--- src/rtl/seg7_scan_driver.sv ---
// Time-multiplexed driver for a common-anode 8-digit 7-segment display.
// Takes one snapshot of the 64-bit dot vector per frame and blanks each digit slot briefly at its start.
module seg7_scan_driver #(
    parameter logic [15:0] SCAN_DIV     = 16'd50000,
    parameter logic [15:0] BLANK_CYCLES = 16'd500
) (
    input  logic        clock,
    input  logic        reset,
    input  logic [63:0] seg7_dot64,
    input  logic        hold,
    input  logic        blank,
    output logic [7:0]  an_n,
    output logic [7:0]  seg_n,
    output logic        frame_tick
);

    if (SCAN_DIV < 16'd2 || BLANK_CYCLES < 16'd1 || BLANK_CYCLES > SCAN_DIV - 16'd1) begin : g_param_check
        $error("seg7_scan_driver: need SCAN_DIV >= 2 and 1 <= BLANK_CYCLES <= SCAN_DIV-1");
    end

    logic [15:0] r_cnt;
    logic [2:0]  r_digit;
    logic [63:0] r_snap;
    logic [7:0]  r_an_n;
    logic [7:0]  r_seg_n;
    logic        r_frame_tick;

    logic        w_slot_end;
    logic        w_boundary;
    logic        w_guard;
    logic [7:0]  w_byte;
    logic [7:0]  w_an_on;

    always_comb begin
        w_slot_end = (r_cnt == SCAN_DIV - 16'd1);
        w_boundary = (r_digit == 3'd0) && (r_cnt == 16'd0);
        w_guard    = (r_cnt < BLANK_CYCLES);
        w_byte     = r_snap[{r_digit, 3'b000} +: 8];
        w_an_on    = ~(8'b0000_0001 << r_digit);
    end

    always_ff @(posedge clock) begin
        if (reset) begin
            r_cnt        <= '0;
            r_digit      <= '0;
            r_snap       <= '0;
            r_an_n       <= '1;
            r_seg_n      <= '1;
            r_frame_tick <= 1'b0;
        end else begin
            if (w_slot_end) begin
                r_cnt   <= '0;
                r_digit <= r_digit + 3'd1;
            end else begin
                r_cnt <= r_cnt + 16'd1;
            end

            // Snapshot reload coincides with a guard cycle, so no torn digit is ever shown.
            if (w_boundary && !hold) begin
                r_snap <= seg7_dot64;
            end
            r_frame_tick <= w_boundary && !hold;

            if (blank || w_guard) begin
                r_an_n  <= '1;
                r_seg_n <= '1;
            end else begin
                r_an_n  <= w_an_on;
                r_seg_n <= ~w_byte;
            end
        end
    end

    assign an_n       = r_an_n;
    assign seg_n      = r_seg_n;
    assign frame_tick = r_frame_tick;

endmodule

--- config.mk ---
export PLATFORM = sky130hd
export DESIGN_NAME = seg7_scan_driver
export DESIGN_NICKNAME = d
export VERILOG_FILES = /design/src/rtl/seg7_scan_driver.sv
export SDC_FILE = /design/constraint.sdc
export NUM_CORES = 1
export LEC_CHECK = 0
export ABC_CLOCK_PERIOD_IN_PS = 3200
export BUFFER_PORTS_ARGS = -buffer_cell sky130_fd_sc_hd__buf_2
export CORE_ASPECT_RATIO = 1.4
export CORE_MARGIN = 10
export CORE_UTILIZATION = 30
export CTS_CLUSTER_SIZE = 12
export DETAILED_ROUTE_END_ITERATION = 8
export GPL_TIMING_DRIVEN = 0
export SLEW_MARGIN = 20
export SYNTH_ARGS = -nofsm -noshare
export SYNTH_HDL_FRONTEND = slang
export SYNTH_SLANG_ARGS = --single-unit
--- constraint.sdc ---
create_clock -name clock -period 3.2 [get_ports clock]
set_clock_uncertainty 0.1 [all_clocks]
set_input_delay 0.16 -clock clock [delete_from_list [all_inputs] [get_ports clock]]
set_output_delay 0.16 -clock clock [all_outputs]
set_load 0.005 [all_outputs]
==> reports/qor.csv, run 1 <==
metric,value,unit
status,"finished, final reports clean",
n_fill_cell,1391,
clkTransAtPathRegs,0.07,ns
portBuffers,83,
grt_overflow,0,
leakage,2.09,nW
cts_sinks,100,
ioPinCount,85,
place_congestion,0.877,
min_period,2.90,ns
switching_share,23.2,%
drt_wl_total,13500,um
multi_input_area,2010,sq um
hold_ws,0.00546,ns
hold_path_class,in2reg,
synth_seq_cells,100,
core.rowCount,51,
synth.distinct_cells,25,
crit_path_max_fanout,10,
avgSynthCellArea,8.99,sq um
ir_drop,0.281,mV
initialDrtViolationCount,241,
num_vias,4000,
holdPathStages,3,
ant_nets,0,
core,13800,sq um
min_from,seg7_dot64[34],
cts-buffers-inserted,9,
grt_pass1_wl,21800,um
rrSetupSlack,0.30,ns
drive_gt1_share,21.0,%
die_height,160,um
start_kind,flip-flop,
tightestPinTransition,0.650,ns
stdcell_count,811,
cts_buffer_depth,2,
r2r-start,r_digit[1]$_SDFFE_PP0N_,
utilization,41.9,%
timing.rr.end,r_snap[31]$_SDFFE_PP0P_,
cts_tree,done,
critical_path_class,reg2reg,
synth_warnings,0,
grt_max_degree,19,
synth_fp_nets,544,
seqPwrFrac,46.0,%
clockPowerShare,43.3,%
die_w,120,um
antenna_found_initial,1,
syn-cell-area,4210,sq um
reg2reg_depth,10,
htreeDepth,3,
crit_arrival,3.06,ns
finalCritPeriodShare,90.5,%
cts_setup_buffers,0,
placedCellCount,736,
netlist_instances,468,
drc,0,
slew_headroom,56.0,%
p_sw,0.672,mW
intPower,2.23,mW
wire_per_inst,16.7,um
max_freq,345,MHz
rsz0062_at_grt,false,
grt_pass1_vias,4210,
cp_data_required_time,3.37,ns
dp_hpwl,10100,um
insertion_delay,0.35,ns
synth_seq_area_share,47.6,%
comb_power_share,10.7,%
seq_area,2000,sq um
cp-end-kind,flip-flop,
die_area,19200,sq um
power,2.90,mW
cts_root_buffer,clkbuf_16,
min_to,r_snap[34]$_SDFFE_PP0P_,
tns,0,ns
slew_viol_final,0,
setup_viol,0,
initial_core_util,30.4,%
cap_violations,0,
firstDrtPassIters,4,
grtUsageTotal,14.0,%
powerDensity,500,nW/um^2
fin_nets,696,
avgViaCountPerCell,4.93,
hold_viol_final,0,
areaGrowthSynthToFinish,38.1,%
cell usage in the layout (no fill, tap or decap), types with 2 or more instances in the layout:
cell | netlist | final
clkbuf_1 | 32 | 29
inv_6 | 0 | 2
or3_1 | 2 | 2
dlygate4sd3_1 | 0 | 59
nor4_1 | 8 | 8
clkbuf_16 | 0 | 9
or4_4 | 2 | 2
ha_1 | 8 | 8
bufinv_16 | 0 | 3
a22oi_1 | 8 | 8
clkinvlp_4 | 0 | 2
o21ai_0 | 67 | 67
clkbuf_2 | 0 | 5
nand3_1 | 74 | 73
buf_2 | 7 | 90
nand2_1 | 12 | 12
nor2_1 | 22 | 22
a21oi_1 | 67 | 67
xnor2_1 | 13 | 13
mux4_2 | 16 | 16
nor3_1 | 6 | 6
nand4_1 | 4 | 4
dfxtp_1 | 100 | 100
inv_1 | 9 | 9
area by class of cell:
class	instances	area share [%]
antenna	1	0.0431
buffer	42	2.97
clock buffer	9	3.88
clock inverter	7	2.11
inverter	9	0.582
multi-input combinational	316	34.6
sequential	100	34.5
tap	185	3.99
timing repair buffer	142	17.3
through the flow:
| stage | worst slack [ns] | instance area, sq um |
|---|---|---|
| 6_report | 0.304 | 5810 |
| 5_1_grt | 0.120 | 5810 |
| 4_1_cts | 0.0595 | 5800 |
| 3_5_place_dp | -0.346 | 4850 |
| 3_3_place_gp | -0.272 | 4850 |
| 2_1_floorplan | 0.537 | 4210 |
worst max-delay path, cell delays in order (launching register included):
cell      delay [ns]
dfxtp_1         0.33
clkbuf_1        0.29
clkbuf_2        0.34
inv_1           0.14
ha_1            0.20
nor4b_2         0.36
and3_1          0.21
buf_2           0.26
clkbuf_2        0.26
nand3_1         0.15
a21oi_1         0.19
synth_stat cells, drive strengths merged:
master  number  area share, %
o21ai       67            8.0
inv          9           0.80
nor3         6           0.71
nand3       74            8.8
nand2       12            1.1
mux4        16            8.6
and2         1           0.15
nor4b        2           0.42
nor2        22            2.0
dfxtp      100             48
o311a        1           0.24
buf         11            1.2
ha           8            2.4
and3         1           0.15
or3          2           0.30
a22oi        8            1.4
nor4         8            1.2
or4          2           0.54
a21o         1           0.18
a21oi       67            8.0
xnor2       13            2.7
xor2         1           0.21
clkbuf      32            2.9
nand4        4           0.59
metal layers:
layer | vias up | global-route usage, % | wire length, um
met3 | 27 | 2.36 | 680
met4 | 0 | 6.38 | 427
met2 | 120 | 25.3 | 6950
li1 | 1989 | - | -
met1 | 1864 | 15.4 | 5490
met5 | - | 0 | 0
registers in the layout, indices dropped and copies added, names as in the netlist:
register / flops
frame_tick: 1
r_snap: 64
r_cnt: 16
r_digit: 3
seg_n: 8
an_n: 8
cells by family after synthesis:
family	count (synthesis)	share of synthesized area [%]
simple gates	134	15.9
xor+xnor	14	2.92
flops	100	47.6
fa+ha+maj	8	2.38
mux	16	8.57
compound gates	144	17.8
buf+inv	52	4.85
worst max path at each step:
stage                                  from                 endpoint  cells after the start
CTS                 r_digit[1]$_SDFFE_PP0N_  r_snap[31]$_SDFFE_PP0P_                     10
global placement    r_digit[0]$_SDFFE_PP0N_  r_snap[29]$_SDFFE_PP0P_                      9
finish              r_digit[1]$_SDFFE_PP0N_  r_snap[31]$_SDFFE_PP0P_                     10
detailed placement  r_digit[0]$_SDFFE_PP0N_  r_snap[34]$_SDFFE_PP0P_                      9
floorplan           r_digit[0]$_SDFFE_PP0N_  r_snap[15]$_SDFFE_PP0P_                     10
global route        r_digit[1]$_SDFFE_PP0N_  r_snap[23]$_SDFFE_PP0P_                     10
timing repair:
action                     4_1_cts  5_1_grt
hold endpoints to repair        60        0
hold buffers                    59        0
resized for setup                3        5
setup endpoints to repair       64       37
pin swaps                        0        0
power by group through the flow:
stage,clock network [mW],logic [mW],registers [mW]
after floorplan,0,0.156,1.35
after global placement,0,0.246,1.36
after detailed placement,0,0.251,1.36
after CTS,1.27,0.309,1.33
after global routing,1.33,0.344,1.34
final,1.26,0.310,1.34
(Power assumes the default switching activity.)
==> run 2, diff against run 1 <==
- CORE_ASPECT_RATIO: 1.4 -> default
==> run 2 against run 1 <==
Effect of this change:
- critical path depth shrank 1
- routed wire length shrank 0.41%
- cell count is the same
- design area grew 0.28%
- sequential power is essentially flat
- largest cell class unchanged
==> reports/qor.csv, run 2 (synthesis results as in run 1) <==
metric,value,unit,change
final_cell_mix,"dfxtp_1, buf_2, nand3_1, o21ai_0, a21oi_1",,
layout_commonest_cell,dfxtp_1,,
cts_buffer_depth,2,,unchanged
grt_pass1_vias,4256,,+1.1%
max_freq,344,MHz,-0.40%
powerDensity,482,nW/um^2,-3.4%
die_w,138,um,+15%
initial_core_util,30.4,%,+0.044 points
cp-end-kind,flip-flop,,
insertion_delay,0.35,ns,about the same
place_congestion,0.896,,+2.2%
crit_slowest_cell,nor4b_2,,
die_height,138,um,-14%
areaGrowthSynthToFinish,38.5,%,
n_fill_cell,1341,,-3.6%
multi_input_area,2010,sq um,unchanged
start_kind,flip-flop,,
largest-register,r_snap,,
wire_per_inst,16.6,um,-0.41%
cts-buffers-inserted,9,,unchanged
drive_gt1_share,20.8,%,-0.20 points
ioPinCount,85,,unchanged
max_stage_delay,0.36,ns,about the same
cp_data_required_time,3.32,ns,-0.05 ns
portBuffers,83,,unchanged
crit_arrival,3.02,ns,-0.04 ns
min_period,2.91,ns,+0.0115 ns
initialDrtViolationCount,311,,+29%
core,13800,sq um,-0.14%
placedCellCount,731,,-0.68%
firstDrtPassIters,5,,+1
die_area,19200,sq um,-0.35%
hold_path_class,in2reg,,
grtUsageTotal,13.9,%,-0.049 points
avgViaCountPerCell,5.10,,+3.4%
crit_path_max_fanout,10,,unchanged
largest_register_ffs,64,,unchanged
antenna_found_initial,0,,-1
cts_root_buffer,clkbuf_16,,
cts_sinks,100,,unchanged
setup_viol,0,,unchanged
fin_nets,702,,+0.86%
grt_max_degree,16,,-3
finalCritPeriodShare,90.9,%,+0.36 points
tightestPinTransition,0.711,ns,+0.0602 ns
slew_viol_final,0,,unchanged
antenna_cells,0,,-1
drc,0,,unchanged
slew_headroom,52.0,%,-4.1 points
critical_path_class,reg2reg,,
ir_drop,0.256,mV,-8.9%
status,"finished, final reports clean",,
seq_area,2000,sq um,unchanged
finalInstanceArea,5820,sq um,+0.28%
clkTransAtPathRegs,0.07,ns,about the same
rsz0062_at_grt,false,,
largestRegisters,"r_snap: 64 flops, r_cnt: 16 flops",,
dp_hpwl,10000,um,-0.89%
htreeDepth,3,,unchanged
ant_nets,0,,unchanged
stdcell_count,811,,unchanged
grt_pass1_wl,21900,um,+0.51%
place_area,4850,sq um,-0.13%
num_vias,4135,,+3.4%
core.rowCount,43,,-16%
drt_wl_total,13500,um,-0.41%
path_cells,clkbuf_2 > clkbuf_2 > inv_1 > ha_1 > nor4b_2 > nand3_2 > clkbuf_1 > o21ai_0 > a21oi_1,,
hold_viol_final,0,,unchanged
crit_top_cell,clkbuf_2,,
cts_setup_buffers,0,,unchanged
cts_tree,done,,
cap_violations,0,,unchanged
grt_overflow,0,,unchanged
leakage,2.11,nW,+1.1%
==> run 2: cell count changes in the layout (fill, tap and decap cells not counted), sizes merged <==
cell / change
bufinv: -1
clkinvlp: -2
inv: -2
dlygate4sd3: +5
diode: -1
buf: +1
clkinv: +3
clkbuf: +2
==> run 2: area by class of cell <==
type                       count  area share [%]
tap                          180            3.87
clock inverter                 5            1.29
buffer                        43            3.05
clock buffer                  11            4.17
sequential                   100            34.4
multi-input combinational    316            34.5
inverter                       9           0.580
timing repair buffer         147            18.1
==> run 2: metrics by stage <==
stage | setup WS (ns) | setup TNS (ns) | hold WS [ns] | utilization (%) | power, mW
after CTS | 0.0208 | 0 | 0.000991 | 42.1 | 2.84
after global routing | 0.0209 | 0 | 0.0307 | 42.1 | 2.92
after detailed placement | -0.455 | -22.56 | 0.317 | 35.0 | 1.62
final | 0.293 | 0 | 0.00935 | 42.1 | 2.81
after floorplan | 0.537 | 0 | 0.175 | - | 1.50
after global placement | -0.353 | -19.42 | 0.314 | 35.0 | 1.61
==> run 2: final timing paths <==
| kind | from | end | slack (ns) | cells after the start |
|---|---|---|---|---|
| worst max-delay path | r_digit[0]$_SDFFE_PP0N_ | r_snap[56]$_SDFFE_PP0P_ | 0.29 | 9 |
| worst min-delay path | seg7_dot64[50] | r_snap[50]$_SDFFE_PP0P_ | 0.009 | 3 |
| worst max register to register | r_digit[0]$_SDFFE_PP0N_ | r_snap[56]$_SDFFE_PP0P_ | 0.29 | 9 |
| worst min register to register | r_snap[47]$_SDFFE_PP0P_ | r_snap[47]$_SDFFE_PP0P_ | 0.37 | 2 |
==> run 2: critical path: cells and delay by family (launching register included) <==
| family | cells | cell delay [ns] |
|---|---|---|
| and+or+nand+nor | 2 | 0.68 |
| DFF | 1 | 0.33 |
| AOI/OAI and AO/OA | 2 | 0.35 |
| adders and majority gates | 1 | 0.21 |
| buffers and inverters | 4 | 1.12 |
==> run 2: where the power goes <==
group          internal (mW)  leakage (nW)  switching, mW
Sequential              1.30         0.814         0.0333
Combinational          0.160          1.14          0.156
Clock                  0.702         0.159          0.454
Total                   2.17          2.11          0.643
==> run 2: timing repair <==
action,4_1_cts,5_1_grt
hold buffers,64,0
resized for setup,4,7
hold endpoints to repair,65,0
endpoints found under the setup margin,64,60
==> run 2: per-layer routing <==
| metal | GRT usage, % | up-vias | share of wire, % |
|---|---|---|---|
| met4 | 5.60 | 0 | 2.2 |
| met5 | 0 | - | 0 |
| met2 | 22.4 | 124 | 46 |
| met1 | 17.8 | 1979 | 46 |
| li1 | - | 2011 | - |
| met3 | 2.91 | 21 | 5.4 |
